## config.mk

```make
export PLATFORM = sky130hd
export DESIGN_NAME = ssram_arb2_flat
export DESIGN_NICKNAME = d
export VERILOG_FILES = /design/src/rtl/ssram_arb2_pkg.sv /design/src/rtl/ssram_arb2_if.sv /design/src/rtl/ssram_arb2_rr.sv /design/src/rtl/ssram_arb2.sv /design/src/flat_wrapper.sv
export SDC_FILE = /design/constraint.sdc
export NUM_CORES = 1
export LEC_CHECK = 0
export ABC_AREA = 1
export CAP_MARGIN = 15
export CORE_MARGIN = 2
export CORE_UTILIZATION = 30
export CTS_CLUSTER_DIAMETER = 50
export CTS_CLUSTER_SIZE = 10
export DETAILED_ROUTE_END_ITERATION = 10
export PLACE_DENSITY = 0.69
export SYNTH_ARGS = -nofsm -noshare
export SYNTH_HDL_FRONTEND = slang
export SYNTH_SLANG_ARGS = --single-unit
```

## constraint.sdc

```tcl
create_clock -name clk -period 1.7 [get_ports clk]
set_clock_uncertainty 0.05 [all_clocks]
set_input_delay 0.255 -clock clk [delete_from_list [all_inputs] [get_ports clk]]
set_output_delay 0.255 -clock clk [all_outputs]
set_load 0.005 [all_outputs]
```

## src/rtl/ssram_arb2_pkg.sv

```systemverilog
// Shared types for the two-requester SSRAM arbiter: FSM states, requester index
// and the default lock bound.
package ssram_arb_pkg;

   typedef enum logic {ARB = 1'b0, LOCK = 1'b1} state_e;

   typedef logic req_idx_t;

   localparam int LOCK_MAX_DEF = 8;

endpackage

```

## src/rtl/ssram_arb2_if.sv

```systemverilog
// Request/response bundle for the two requesters of ssram_arb2.
// master = requester side, slave = arbiter side.
interface ssram_arb2_if #(
   parameter int WORD_WIDTH = 16,
   parameter int ADDR_WIDTH = 10
);

   logic [1:0]            req_valid;
   logic [1:0]            req_ready;
   logic [1:0]            req_we;
   logic [1:0]            req_lock;
   logic [ADDR_WIDTH-1:0] req_addr0;
   logic [ADDR_WIDTH-1:0] req_addr1;
   logic [WORD_WIDTH-1:0] req_wdata0;
   logic [WORD_WIDTH-1:0] req_wdata1;
   logic [1:0]            rsp_valid;
   logic [WORD_WIDTH-1:0] rsp_rdata;

   modport master (
      output req_valid, req_we, req_lock, req_addr0, req_addr1, req_wdata0, req_wdata1,
      input  req_ready, rsp_valid, rsp_rdata
   );

   modport slave (
      input  req_valid, req_we, req_lock, req_addr0, req_addr1, req_wdata0, req_wdata1,
      output req_ready, rsp_valid, rsp_rdata
   );

endinterface

```

## src/rtl/ssram_arb2_rr.sv

```systemverilog
// Combinational two-way round-robin pick: one-hot grant from the eligible
// valids and rr pointer, plus the pointer value to adopt after a grant.
module rr_arb2
   import ssram_arb_pkg::*;
(
   input  logic [1:0] valid_i,
   input  req_idx_t   rr_ptr_i,
   output logic [1:0] gnt_o,
   output req_idx_t   gnt_idx_o,
   output req_idx_t   rr_ptr_nxt_o
);

   always_comb begin
      gnt_idx_o = 1'b0;
      unique case (valid_i)
         2'b01:   gnt_idx_o = 1'b0;
         2'b10:   gnt_idx_o = 1'b1;
         2'b11:   gnt_idx_o = rr_ptr_i;
         default: gnt_idx_o = 1'b0;
      endcase
      gnt_o        = (valid_i == 2'b00) ? 2'b00 : (2'b01 << gnt_idx_o);
      rr_ptr_nxt_o = ~gnt_idx_o;
   end

endmodule

```

## src/rtl/ssram_arb2.sv

```systemverilog
// Arbiter/sequencer for one write-first single-port sync RAM shared by two
// requesters: round-robin grant, bounded lock for RMW, fixed 1-cycle response.
module ssram_arb2
   import ssram_arb_pkg::*;
#(
   parameter int WORD_WIDTH = 16,
   parameter int ADDR_WIDTH = 10,
   parameter int LOCK_MAX   = LOCK_MAX_DEF
) (
   input  logic                  clk,
   input  logic                  rst,
   ssram_arb2_if.slave           arb_s,
   output logic                  ram_en_o,
   output logic                  ram_we_o,
   output logic [ADDR_WIDTH-1:0] ram_addr_o,
   output logic [WORD_WIDTH-1:0] ram_din_o,
   input  logic [WORD_WIDTH-1:0] ram_dout_i
);

   localparam int CW = $clog2(LOCK_MAX + 1);
   localparam logic [CW-1:0] LOCK_MAX_C = CW'(LOCK_MAX);

   state_e                state_q;
   req_idx_t              owner_q;
   req_idx_t              rr_ptr_q;
   logic [CW-1:0]         lock_cnt_q;
   logic [1:0]            rsp_valid_q;
   logic [ADDR_WIDTH-1:0] addr_q;
   logic [WORD_WIDTH-1:0] din_q;

   logic [1:0]            elig;
   logic [1:0]            gnt;
   req_idx_t              g;
   req_idx_t              rr_nxt;
   logic                  acc;
   logic                  lock_bit;
   logic [CW-1:0]         lock_cnt_d;
   logic [ADDR_WIDTH-1:0] sel_addr;
   logic [WORD_WIDTH-1:0] sel_din;

   // Under lock only the owner is eligible; the other side waits.
   always_comb begin
      elig = arb_s.req_valid;
      if (state_q == LOCK) elig = arb_s.req_valid & (2'b01 << owner_q);
   end

   rr_arb2 u_rr (
      .valid_i      (elig),
      .rr_ptr_i     (rr_ptr_q),
      .gnt_o        (gnt),
      .gnt_idx_o    (g),
      .rr_ptr_nxt_o (rr_nxt)
   );

   assign arb_s.req_ready = rst ? 2'b00 : gnt;
   assign acc             = |arb_s.req_ready;
   assign lock_bit        = arb_s.req_lock[g];
   assign lock_cnt_d      = lock_cnt_q + 1'b1;
   assign sel_addr        = g ? arb_s.req_addr1  : arb_s.req_addr0;
   assign sel_din         = g ? arb_s.req_wdata1 : arb_s.req_wdata0;

   // Address/data hold their last granted value while idle.
   assign ram_en_o   = acc;
   assign ram_we_o   = acc & arb_s.req_we[g];
   assign ram_addr_o = acc ? sel_addr : addr_q;
   assign ram_din_o  = acc ? sel_din  : din_q;

   assign arb_s.rsp_valid = rsp_valid_q;
   assign arb_s.rsp_rdata = ram_dout_i;

   always_ff @(posedge clk or posedge rst) begin
      if (rst) begin
         state_q     <= ARB;
         owner_q     <= 1'b0;
         rr_ptr_q    <= 1'b0;
         lock_cnt_q  <= '0;
         rsp_valid_q <= 2'b00;
         addr_q      <= '0;
         din_q       <= '0;
      end else begin
         rsp_valid_q <= arb_s.req_ready;
         if (acc) begin
            addr_q <= sel_addr;
            din_q  <= sel_din;
         end
         unique case (state_q)
            ARB: begin
               if (acc) begin
                  rr_ptr_q <= rr_nxt;
                  if (lock_bit && (LOCK_MAX > 1)) begin
                     state_q    <= LOCK;
                     owner_q    <= g;
                     lock_cnt_q <= CW'(1);
                  end
               end
            end
            LOCK: begin
               if (acc) begin
                  // Release on an unlocked transfer or when the bound is reached.
                  if (!lock_bit || (lock_cnt_d == LOCK_MAX_C)) begin
                     state_q    <= ARB;
                     rr_ptr_q   <= ~owner_q;
                     lock_cnt_q <= '0;
                  end else begin
                     lock_cnt_q <= lock_cnt_d;
                  end
               end
            end
            default: state_q <= ARB;
         endcase
      end
   end

endmodule

```

## src/flat_wrapper.sv

```systemverilog
// flat-port wrapper written by rule: the top's interface ports become plain ports
module ssram_arb2_flat import ssram_arb_pkg::*;
#(
   parameter int WORD_WIDTH = 16,
   parameter int ADDR_WIDTH = 10,
   parameter int LOCK_MAX   = LOCK_MAX_DEF
)
  (clk, rst, ram_en_o, ram_we_o, ram_addr_o, ram_din_o, ram_dout_i, arb_s_req_valid, arb_s_req_we, arb_s_req_lock, arb_s_req_addr0, arb_s_req_addr1, arb_s_req_wdata0, arb_s_req_wdata1, arb_s_req_ready, arb_s_rsp_valid, arb_s_rsp_rdata);
  ssram_arb2_if #(.WORD_WIDTH(WORD_WIDTH), .ADDR_WIDTH(ADDR_WIDTH)) arb_s_i ();
  input  logic clk;
  input  logic rst;
  output logic ram_en_o;
  output logic ram_we_o;
  output logic [ADDR_WIDTH-1:0] ram_addr_o;
  output logic [WORD_WIDTH-1:0] ram_din_o;
  input  logic [WORD_WIDTH-1:0] ram_dout_i;
  input wire logic [$bits(arb_s_i.req_valid)-1:0] arb_s_req_valid;
  input wire logic [$bits(arb_s_i.req_we)-1:0] arb_s_req_we;
  input wire logic [$bits(arb_s_i.req_lock)-1:0] arb_s_req_lock;
  input wire logic [$bits(arb_s_i.req_addr0)-1:0] arb_s_req_addr0;
  input wire logic [$bits(arb_s_i.req_addr1)-1:0] arb_s_req_addr1;
  input wire logic [$bits(arb_s_i.req_wdata0)-1:0] arb_s_req_wdata0;
  input wire logic [$bits(arb_s_i.req_wdata1)-1:0] arb_s_req_wdata1;
  output wire logic [$bits(arb_s_i.req_ready)-1:0] arb_s_req_ready;
  output wire logic [$bits(arb_s_i.rsp_valid)-1:0] arb_s_rsp_valid;
  output wire logic [$bits(arb_s_i.rsp_rdata)-1:0] arb_s_rsp_rdata;
  assign arb_s_i.req_valid = arb_s_req_valid;
  assign arb_s_i.req_we = arb_s_req_we;
  assign arb_s_i.req_lock = arb_s_req_lock;
  assign arb_s_i.req_addr0 = arb_s_req_addr0;
  assign arb_s_i.req_addr1 = arb_s_req_addr1;
  assign arb_s_i.req_wdata0 = arb_s_req_wdata0;
  assign arb_s_i.req_wdata1 = arb_s_req_wdata1;
  assign arb_s_req_ready = arb_s_i.req_ready;
  assign arb_s_rsp_valid = arb_s_i.rsp_valid;
  assign arb_s_rsp_rdata = arb_s_i.rsp_rdata;
  ssram_arb2 #(.WORD_WIDTH(WORD_WIDTH), .ADDR_WIDTH(ADDR_WIDTH), .LOCK_MAX(LOCK_MAX)) u_core (.clk(clk), .rst(rst), .arb_s(arb_s_i), .ram_en_o(ram_en_o), .ram_we_o(ram_we_o), .ram_addr_o(ram_addr_o), .ram_din_o(ram_din_o), .ram_dout_i(ram_dout_i));
endmodule
```

Word level (Yosys, flattened, before mapping). Cells that the tools add are included.

Bits in registers: 35. Bits in latches: 0. RAM bits: 0. Memory bits (read-only): 0. Input bits: 76. Output and inout port bits: 48. Word-level logic and storage cells: 56. Memories kept: 0.

Add/sub/neg operators: 1. Multiply operators: 0. Divide/modulo/power cells: 0. $lt $le $gt $ge: 1. Equality and inequality tests: 7. Shift operators: 2. Multiplexer cells: 26. Bitwise gates (word level): 5. Reduce and logical (&&, ||, !) cells: 7.

Operators by type and width (number): $mux W16 (2); $mux W10 (2); $mux W4 (4); $mux W1 (11); $reduce_and A3 Y1 (3); $pmux W4 S2 (1); $mux W2 (3); $pmux W1 S2 (3); $add A4 B1 Y4 const B (1); $eq A2 B2 Y1 const B (2); $eq A4 B4 Y1 const B (1); $ne A2 B1 Y1 const B (2); $ne A2 B2 Y1 const B (2); $shl A1 B1 Y2 const A (2); $not A1 Y1 (3); $and A2 B2 Y2 (1); $logic_not A2 Y1 (1); $lt A1 B2 Y1 const B (1); $reduce_or A2 Y1 (1); $and A1 B1 Y1 (1); $logic_not A1 Y1 (1); $logic_or A1 B1 Y1 (1).

Logic depth before layout (Yosys ltp). Gate-level depths: netlist (run 1).

Depth after elaboration: 12. Depth in mapped cells: 10. Mapped depth without buffers: 9.

Cells and area by module. A second synthesis (run 1) with hierarchy kept.

Cell total of the unflattened synthesis: 238. Area total of the unflattened synthesis: 2031.9 µm².

By module, submodules not included: ssram_arb2 (instances 1, cells an instance 229, area an instance 1995.7 µm²); rr_arb2 (instances 1, cells an instance 9, area an instance 36.3 µm²).

Worst setup path after synthesis (run 1). OpenSTA, ideal clock, no wires.

Path kind: register to output. Start point: register u_core.state_q. End point: output port ram_din_o[10]. Arrival time: 1284 ps. Setup slack: 111 ps. Cell stages (with the launch flop): 8. Cell sequence: dfrtp_1 buf_4 nand2_1 nand2_1 a21oi_4 buf_4 nor2_1 a31oi_1.

Longest elaborated chain between the ends: 8. Elaborated cells between the ends (all ways): 11. Those cells by class: 2 x eq/ne; 1 x shift; 6 x mux; 2 x reduce/logical.

Ends and longest elaborated chain: from (decl) (RTL line ssram_arb2.sv:23) `state_e state_q;`; from (signal assigned) (RTL line ssram_arb2.sv:73) `state_q <= ARB;`; from (signal assigned) (RTL line ssram_arb2.sv:91) `state_q <= LOCK;`; from (signal assigned) (RTL line ssram_arb2.sv:101) `state_q <= ARB;`; $mux W2 * (RTL line ssram_arb2.sv:44) `if (state_q == LOCK) elig = arb_s.req_valid & (2'b01 << owner_q);`; $eq A2 B2 Y1 (RTL line ssram_arb2_rr.sv:15) `unique case (valid_i)`; $pmux W1 S2 (RTL line ssram_arb2_rr.sv:15); $shl A1 B1 Y2 (RTL line ssram_arb2_rr.sv:21) `gnt_o = (valid_i == 2'b00) ? 2'b00 : (2'b01 << gnt_idx_o);`; $mux W2 (RTL line ssram_arb2_rr.sv:21); $mux W2 (RTL line ssram_arb2.sv:55) `assign arb_s.req_ready = rst ? 2'b00 : gnt;`; $reduce_or A2 Y1 (RTL line ssram_arb2.sv:56) `assign acc = |arb_s.req_ready;`; $mux W16 * (RTL line ssram_arb2.sv:66) `assign ram_din_o = acc ? sel_din : din_q;`; to (decl) (RTL line flat_wrapper.sv:15) `output logic [WORD_WIDTH-1:0] ram_din_o;`.

Every way passes the cells marked *; elsewhere a longest branch is shown, timed or not.

Worst setup path in the final report (run 1).
Start point: register u_core.owner_q. End point: output port ram_din_o[2].

Longest elaborated chain between the ends: 10. Elaborated cells between the ends (all ways): 13. Those cells by class: 2 x eq/ne; 2 x shift; 6 x mux; 1 x bitwise; 2 x reduce/logical.

Ends and longest elaborated chain: from (decl) (RTL line ssram_arb2.sv:24) `req_idx_t owner_q;`; from (signal assigned) (RTL line ssram_arb2.sv:92) `owner_q <= g;`; $shl A1 B1 Y2 * (RTL line ssram_arb2.sv:44); $and A2 B2 Y2 * (RTL line ssram_arb2.sv:44); $mux W2 * (RTL line ssram_arb2.sv:44); $eq A2 B2 Y1 (RTL line ssram_arb2_rr.sv:15); $pmux W1 S2 (RTL line ssram_arb2_rr.sv:15); $shl A1 B1 Y2 (RTL line ssram_arb2_rr.sv:21); $mux W2 (RTL line ssram_arb2_rr.sv:21); $mux W2 (RTL line ssram_arb2.sv:55); $reduce_or A2 Y1 (RTL line ssram_arb2.sv:56); $mux W16 * (RTL line ssram_arb2.sv:66).

Marked as above.

==> metrics.md, run 1 <==
| Metric | Value |
|---|---|
| #FFs+latches synth | `35` |
| Remaining global-route overflow | `0` |
| Minimum clock period | `2.17 ns` |
| Register area share after synthesis | `0.464` |
| Reg2reg setup slack | `-0.42 ns` |
| Core footprint | `5990 um^2` |
| Top post-synthesis cells by area | `dfrtp_1, nand2_1, buf_4` |
| Unique masters post-synth | `20` |
| Root buf cell | `clkbuf_8` |
| R2r startpoint | `u_core.owner_q` |
| DRT Pass-1 Iters | `4` |
| CTS tree | `done` |
| Leakage | `1.97 nW` |
| Crit path max-delay family | `buffers and inverters` |
| Synth Warn # | `0` |
| Rel. slew slack | `0.830` |
| CTS HTree Levels | `2` |
| Mapped cell area | `1890 um^2` |
| Commonest non-fill, non-tap cell in the layout | `clkdlybuf4s50_1` |
| Least-Margin Pin Slew | `0.254 ns` |
| Die Ht | `83.3 um` |
| CTS clk-pin slew, worst paths | `0.08 ns` |
| Vias/cell | `4.97` |
| Initial DRC count | `109` |
| CP max FO | `7` |
| Setup violations, final | `45` |
| FF-to-FF End | `u_core.addr_q[5]` |
| # fillers | `433` |
| Gpl congestion | `0.771` |
| WS Path Type | `register to output pin` |
| Vias in the first global route | `2291` |
| Crit path capture | `ram_din_o[2]` |
| Port Buf Inserts | `91` |
| Worst setup startpoint | `u_core.owner_q` |
| Share of cells above drive strength 1 | `0.560` |
| Startpoint Class | `register` |
| Later-pin clock latency in the skew report | `0.29 ns` |
| Die width | `83.3 um` |
| ANT nets after route | `0` |
| Cells along the critical path | `inv_2 > buf_6 > a21oi_4 > nand2_4 > inv_8 > buf_12 > nand2_4 > a31oi_4 > buf_2` |
| Worst slack at placement | `-0.731 ns` |
| Cell mode on critical path | `nand2_4` |
| Cell area power density | `1500 nW/um^2` |
| Initial Utilization | `0.315` |
| Crit path DAT | `1.87 ns` |
| Levels on crit path | `9` |
| First-pass GRT wire length | `11.0 mm` |
| Crit path buf inv count | `5` |
| Post-Syn Nets | `319` |
| CTS sink cnt | `35` |
| Crit path largest cell delay | `0.44 ns` |
| Inserted Diodes | `0` |
| All-Layer GR Usage | `0.198` |
| Rows | `28` |
| Req. time, crit path | `1.39 ns` |
| Status | `complete, but fails checks` |
| Largest net degree at the start of global routing | `20` |
| Fin. Hold Viols | `0` |
| Leading area contributor after synthesis | `dfrtp_1` |
| Most frequent cells in the layout | `clkdlybuf4s50_1, buf_4, nand2_1` |
| Mapped Cells | `241` |
| DR WL/cell | `17.0 um` |
| Failing checks | `negative setup slack` |
| Setup TNS | `-15.24 ns` |
| Post-Syn Area per Cell | `7.83 um^2` |
| CP endpoint kind | `output pin` |
| WL final | `8.06 mm` |
| I/O Pins | `124` |
| Tcrit/Tclk final | `1.28` |
| Slew Viols, Final | `0` |
| Fin cells | `473` |
| CTS buffer count | `5` |
| Nets | `475` |
| Overall die area | `6940 um^2` |
| R2R cell count | `13` |
| Drt drc | `0` |
| HP Class | `input pin to output pin` |
| Synth top area share | `0.464` |
| Worst ir drop on vdd | `759 uV` |
| Area of the multi-input gates | `1520 um^2` |
| Util after Layout | `0.738` |
| Routed via count | `2349` |
| Initial antenna violation count | `0` |
| Syn-to-layout area delta | `134%` |
| Setup ws final | `-0.472 ns` |
| Clock Path Buffers | `2` |
| Area after DPL | `2990 um^2` |
| Hold_buf cts | `0` |
| Dpl cells | `412` |
| Finished Cell Area | `4420 um^2` |
| Post-DP HPWL | `3.93 mm` |
| Slowest cell on the critical path | `dfrtp_1` |
| RSZ-0062 raised after global routing | `yes` |
| Maxcap violations | `0` |
| Register area | `877 um^2` |
| Max Freq | `460 MHz` |
-- layer usage --
layer / track usage / up-vias / routed length [um]
li1: - / 1080 / -
met3: 0.0527 / 19 / 453
met2: 0.356 / 89 / 4510
met1: 0.230 / 1161 / 2910
met4: 0.0566 / 0 / 176
met5: 0 / - / 0
-- metrics by stage --
step	hold WS, ns	total power [mW]
final	0.460	6.65
after global routing	0.460	7.01
after CTS	0.442	5.43
after detailed placement	0.426	3.76
after global placement	0.408	3.71
after floorplan	0.297	2.42
-- cell usage after synthesis (all sizes together) --
library cell,instances
a21boi,1
a21oi,2
a31oi,26
buf,28
dfrtp,35
ha,2
inv,13
nand2,83
nand3,10
nand4,4
nor2,31
o211ai,1
o21ai,4
xnor2,1
-- sequential cells by signal (all words and copies together), names as in the netlist --
signal	cells
u_core.arb_s.rsp_valid	2
u_core.addr_q	10
u_core.lock_cnt_q	4
u_core.owner_q	1
u_core.rr_ptr_q	1
u_core.din_q	16
u_core.state_q	1
-- power breakdown --
part           internal [mW]  switching (mW)  total (mW)
sequential              1.19           0.220        1.41
combinational           2.48            2.08        4.56
clock                  0.371           0.317       0.687
-- worst reg2reg max path, stage by stage (launching register included) --
cell and delay, ns:
dfrtp_1 0.44, inv_2 0.08, buf_6 0.12, a21oi_4 0.16, nand2_4 0.12, buf_6 0.15
buf_16 0.14, nand2_4 0.05, a31oi_2 0.09, buf_4 0.14, buf_4 0.12, buf_4 0.12
buf_4 0.12, buf_4 0.12
-- worst min path at each step --
stage	start	endpoint	slack [ns]	cells past startpoint
after floorplan	rst	u_core.arb_s.rsp_valid[1]	0.30	1
after global placement	u_core.rr_ptr_q	u_core.rr_ptr_q	0.41	2
after detailed placement	u_core.rr_ptr_q	u_core.rr_ptr_q	0.43	2
after CTS	u_core.rr_ptr_q	u_core.rr_ptr_q	0.44	2
after global routing	ram_dout_i[0]	arb_s_rsp_rdata[0]	0.46	0
final	ram_dout_i[0]	arb_s_rsp_rdata[0]	0.46	0
-- logic make-up (layout without fill, tap and decap cells) --
| family | Yosys count | count (layout) | share of synthesized area |
|---|---|---|---|
| AOI/OAI and AO/OA | 34 | 34 | 0.118 |
| and+or+nand+nor | 128 | 128 | 0.268 |
| buffers and inverters | 41 | 198 | 0.133 |
| DFF | 35 | 35 | 0.464 |
| adders and majority gates | 2 | 2 | 0.0133 |
| xor gates and xnor gates | 1 | 1 | 0.00464 |
-- timing repair --
item,CTS,global route
setup buffers,31,23
setup endpoints to repair,30,48
cloned,6,3
gates resized for setup,199,132
endpoints found under the hold margin,0,0
pin swaps,14,29
-- cell type report --
type	count	area share
well taps	75	0.0212
inverters	13	0.0127
clock buffers	8	0.0226
flip-flops and latches	35	0.198
repair buffers	177	0.402
multi-input cells	165	0.343
No activity file was read; power rests on OpenSTA's default activity.
==> run 2: changes to the inputs <==
- PLACE_DENSITY: 0.69 -> 0.67
- SLEW_MARGIN: default -> 30
- SYNTH_HIERARCHICAL: default -> 1
- clock period: 1.7 -> 2 ns (I/O delays scaled with it)
==> run 2 against run 1 <==
Compared with the run above:
- the flow still finishes with violations (negative setup slack)
- clock power shrank 29%
- routed wire length down 27%
- area after synthesis rose by 7.6%
- count of clock-buffer cells in the layout fell by 2
- synthesized cell count decreased by 1.2%
- via count shrank 14%
- cell count shrank 7.4%
- sequential power down 16%
- first-iteration DRC count decreased by 13%
==> metrics.md, run 2 <==
| Metric | Value |
|---|---|
| Unique masters post-synth | `23` |
| Die Ht | `86.3 um` |
| Crit path max-delay family | `buffers and inverters` |
| Power Internal | `2.79 mW` |
| Vias/cell | `4.61` |
| Post-Syn Area per Cell | `8.54 um^2` |
| Most frequent cells in the layout | `nand2_1, clkdlybuf4s50_1, dfrtp_1` |
| WS Path Type | `register to output pin` |
| Status | `complete, but fails checks` |
| Synth top area share | `0.431` |
| Regs by FF count | `u_core/din_q x16, u_core/addr_q x10, u_core/lock_cnt_q x4` |
| Clock Path Buffers | `2` |
| Crit path DAT | `2.08 ns` |
| Reg2reg setup slack | `-0.03 ns` |
| Die width | `86.3 um` |
| Initial DRC count | `95` |
| Final Hold Slack | `0.429 ns` |
| Mapped cell area | `2030 um^2` |
| Rel. slew slack | `0.708` |
| Leading area contributor after synthesis | `dfrtp_1` |
| Top reg by flops | `u_core/din_q` |
| Max Freq | `412 MHz` |
| CP endpoint kind | `output pin` |
| Cell with the most instances after synthesis | `nand2_1` |
| Req. time, crit path | `1.65 ns` |
| Syn-to-layout area delta | `77.8%` |
| All-Layer GR Usage | `0.161` |
| Leakage | `1.57 nW` |
| WL final | `5.86 mm` |
| Register area share after synthesis | `0.431` |
| WL met2 | `3.00 mm` |
| Main synth FF type | `dfrtp_1` |
| Levels on crit path | `12` |
| Initial antenna violation count | `0` |
| Gpl congestion | `0.805` |
| Routed via count | `2020` |
| Post-Syn Nets | `316` |
| Synth cell count leaders | `nand2_1, dfrtp_1, nor2_1` |
| Clock Power Share | `0.108` |
| I/O Pins | `124` |
| RSZ-0062 raised after global routing | `yes` |
| Uppermost layer routed | `met4` |
| Mapped Cells | `238` |
| Drt drc | `0` |
| Sw frac | `0.381` |
| Vias in the first global route | `2125` |
| Later-pin clock latency in the skew report | `0.28 ns` |
| Post-synth EDFFs | `0` |
| CP max FO | `7` |
| Nets | `438` |
| Setup TNS | `-9.95 ns` |
| Fin. Hold Viols | `0` |
| Slew Viols, Final | `0` |
| Cell mode on critical path | `buf_6` |
| ANT nets after route | `0` |
| CTS buffer count | `5` |
| Failing checks | `negative setup slack` |
| Remaining global-route overflow | `0` |
| Setup ws final | `-0.426 ns` |
| CTS HTree Levels | `2` |
| Metal3 WL | `408 um` |
| Tcrit/Tclk final | `1.21` |
| Crit path buf inv count | `6` |
| Sequential share of power | `0.264` |
| Setup violations, final | `33` |
| Combinational power share | `0.628` |
| CTS clk-pin slew, worst paths | `0.07 ns` |
| #FFs+latches synth | `35` |
| Largest net degree at the start of global routing | `36` |
| Inserted Diodes | `0` |
| CTS tree | `done` |
| Largest register FFs | `16` |
| Root buf cell | `clkbuf_8` |
| Util after Layout | `0.559` |
| Top post-synthesis cells by area | `dfrtp_1, a31oi_2, nand2_1` |
| Share of cells above drive strength 1 | `0.418` |
| Asr flop ratio synth | `1.00` |
| Startpoint Class | `register` |
| First-pass GRT wire length | `9.43 mm` |
| Cells along the critical path | `o21a_4 > nand3_2 > nand2_1 > nand2_2 > inv_2 > nor2_4 > inv_6 > buf_6 > buf_16 > buf_6 > a31oi_4 > buf_2` |
| HP Class | `input pin to async pin` |
| Maxcap violations | `0` |
| Rows | `29` |
| Minimum clock period | `2.43 ns` |
| Least-Margin Pin Slew | `0.439 ns` |
| Slowest cell on the critical path | `dfrtp_1` |
| Commonest non-fill, non-tap cell in the layout | `nand2_1` |
| Post-DP HPWL | `3.92 mm` |
| Synth Warn # | `6` |
| Core footprint | `6460 um^2` |
| Met1 WL | `2.34 mm` |
| R2R cell count | `13` |
| Cell area power density | `1250 nW/um^2` |
| Overall die area | `7450 um^2` |
| Port Buf Inserts | `91` |
| DRT Pass-1 Iters | `4` |
| DR WL/cell | `13.4 um` |
| CTS sink cnt | `35` |
| Initial Utilization | `0.315` |
| Worst ir drop on vdd | `550 uV` |
| Crit path largest cell delay | `0.42 ns` |
| Net Sw Power | `1.72 mW` |
| Hold_buf cts | `0` |
==> run 2: kinds of logic (layout without fill, tap and decap cells) <==
family | Yosys count | count (layout) | synth area share
AO/OA/AOI/OAI | 35 | 35 | 0.185
adder cells (fa/ha/maj) | 2 | 2 | 0.0123
buffers and inverters | 42 | 165 | 0.128
flip-flops | 35 | 35 | 0.431
AND/OR/NAND/NOR | 124 | 124 | 0.243
==> run 2: per-stage QoR <==
stage               power [mW]  area [um^2]  cells  setup slack (ns)
finish                    4.51         3610    438            -0.426
global route              4.85         3610    438            -0.563
CTS                       4.43         3550    438            -0.431
detailed placement        3.45         3070    405            -0.865
global placement          3.42         3070    405            -0.845
floorplan                 2.26         2030    238            0.0167
==> run 2: final timing paths <==
check                                 start                   end
max in group asynchronous               rst  u_core/lock_cnt_q[0]
min                                     rst  u_core/lock_cnt_q[2]
max                          u_core/owner_q          ram_din_o[0]
min reg2reg                u_core/din_q[10]      u_core/din_q[10]
min in group clk           u_core/din_q[10]      u_core/din_q[10]
max reg2reg                  u_core/owner_q      u_core/addr_q[9]
==> run 2: worst reg2reg max path: stages, from the launching register on <==
cell and delay, ns:
dfrtp_1 0.42, o21a_4 0.25, nand3_2 0.07, nand2_1 0.06, nand2_2 0.07, inv_2 0.05, nor2_4 0.13, inv_6 0.08
buf_6 0.13, buf_16 0.12, nor2_1 0.17, a31oi_4 0.05, buf_4 0.14, buf_4 0.12
==> run 2: cell type report <==
cell class / count / area (um^2)
clock buffer: 6 / 72.6
clock inverter: 2 / 12.5
fill: 603 / 2850
inverter: 14 / 60.1
multi-input combinational: 161 / 1150
sequential: 35 / 876
tap: 77 / 96.3
timing repair buffer: 143 / 1340
==> run 2: routing by layer <==
layer / track usage / up-vias
li1: - / 992
met1: 0.183 / 940
met2: 0.292 / 78
met3: 0.0410 / 10
met4: 0.0582 / 0
met5: 0 / -
==> run 2: timing repair <==
action / in CTS / in global routing
cloned: 3 / 0
buffers inserted: 23 / 1
gates resized for setup: 178 / 15
setup endpoints to repair: 35 / 41
pin swaps: 12 / 2
==> run 2: power by group through the flow <==
stage	sequential (mW)	combinational, mW	clock (mW)
detailed placement	1.16	2.29	0
global placement	1.15	2.26	0
CTS	1.17	2.74	0.514
global route	1.23	3.07	0.547
floorplan	1.14	1.12	0
finish	1.19	2.83	0.489
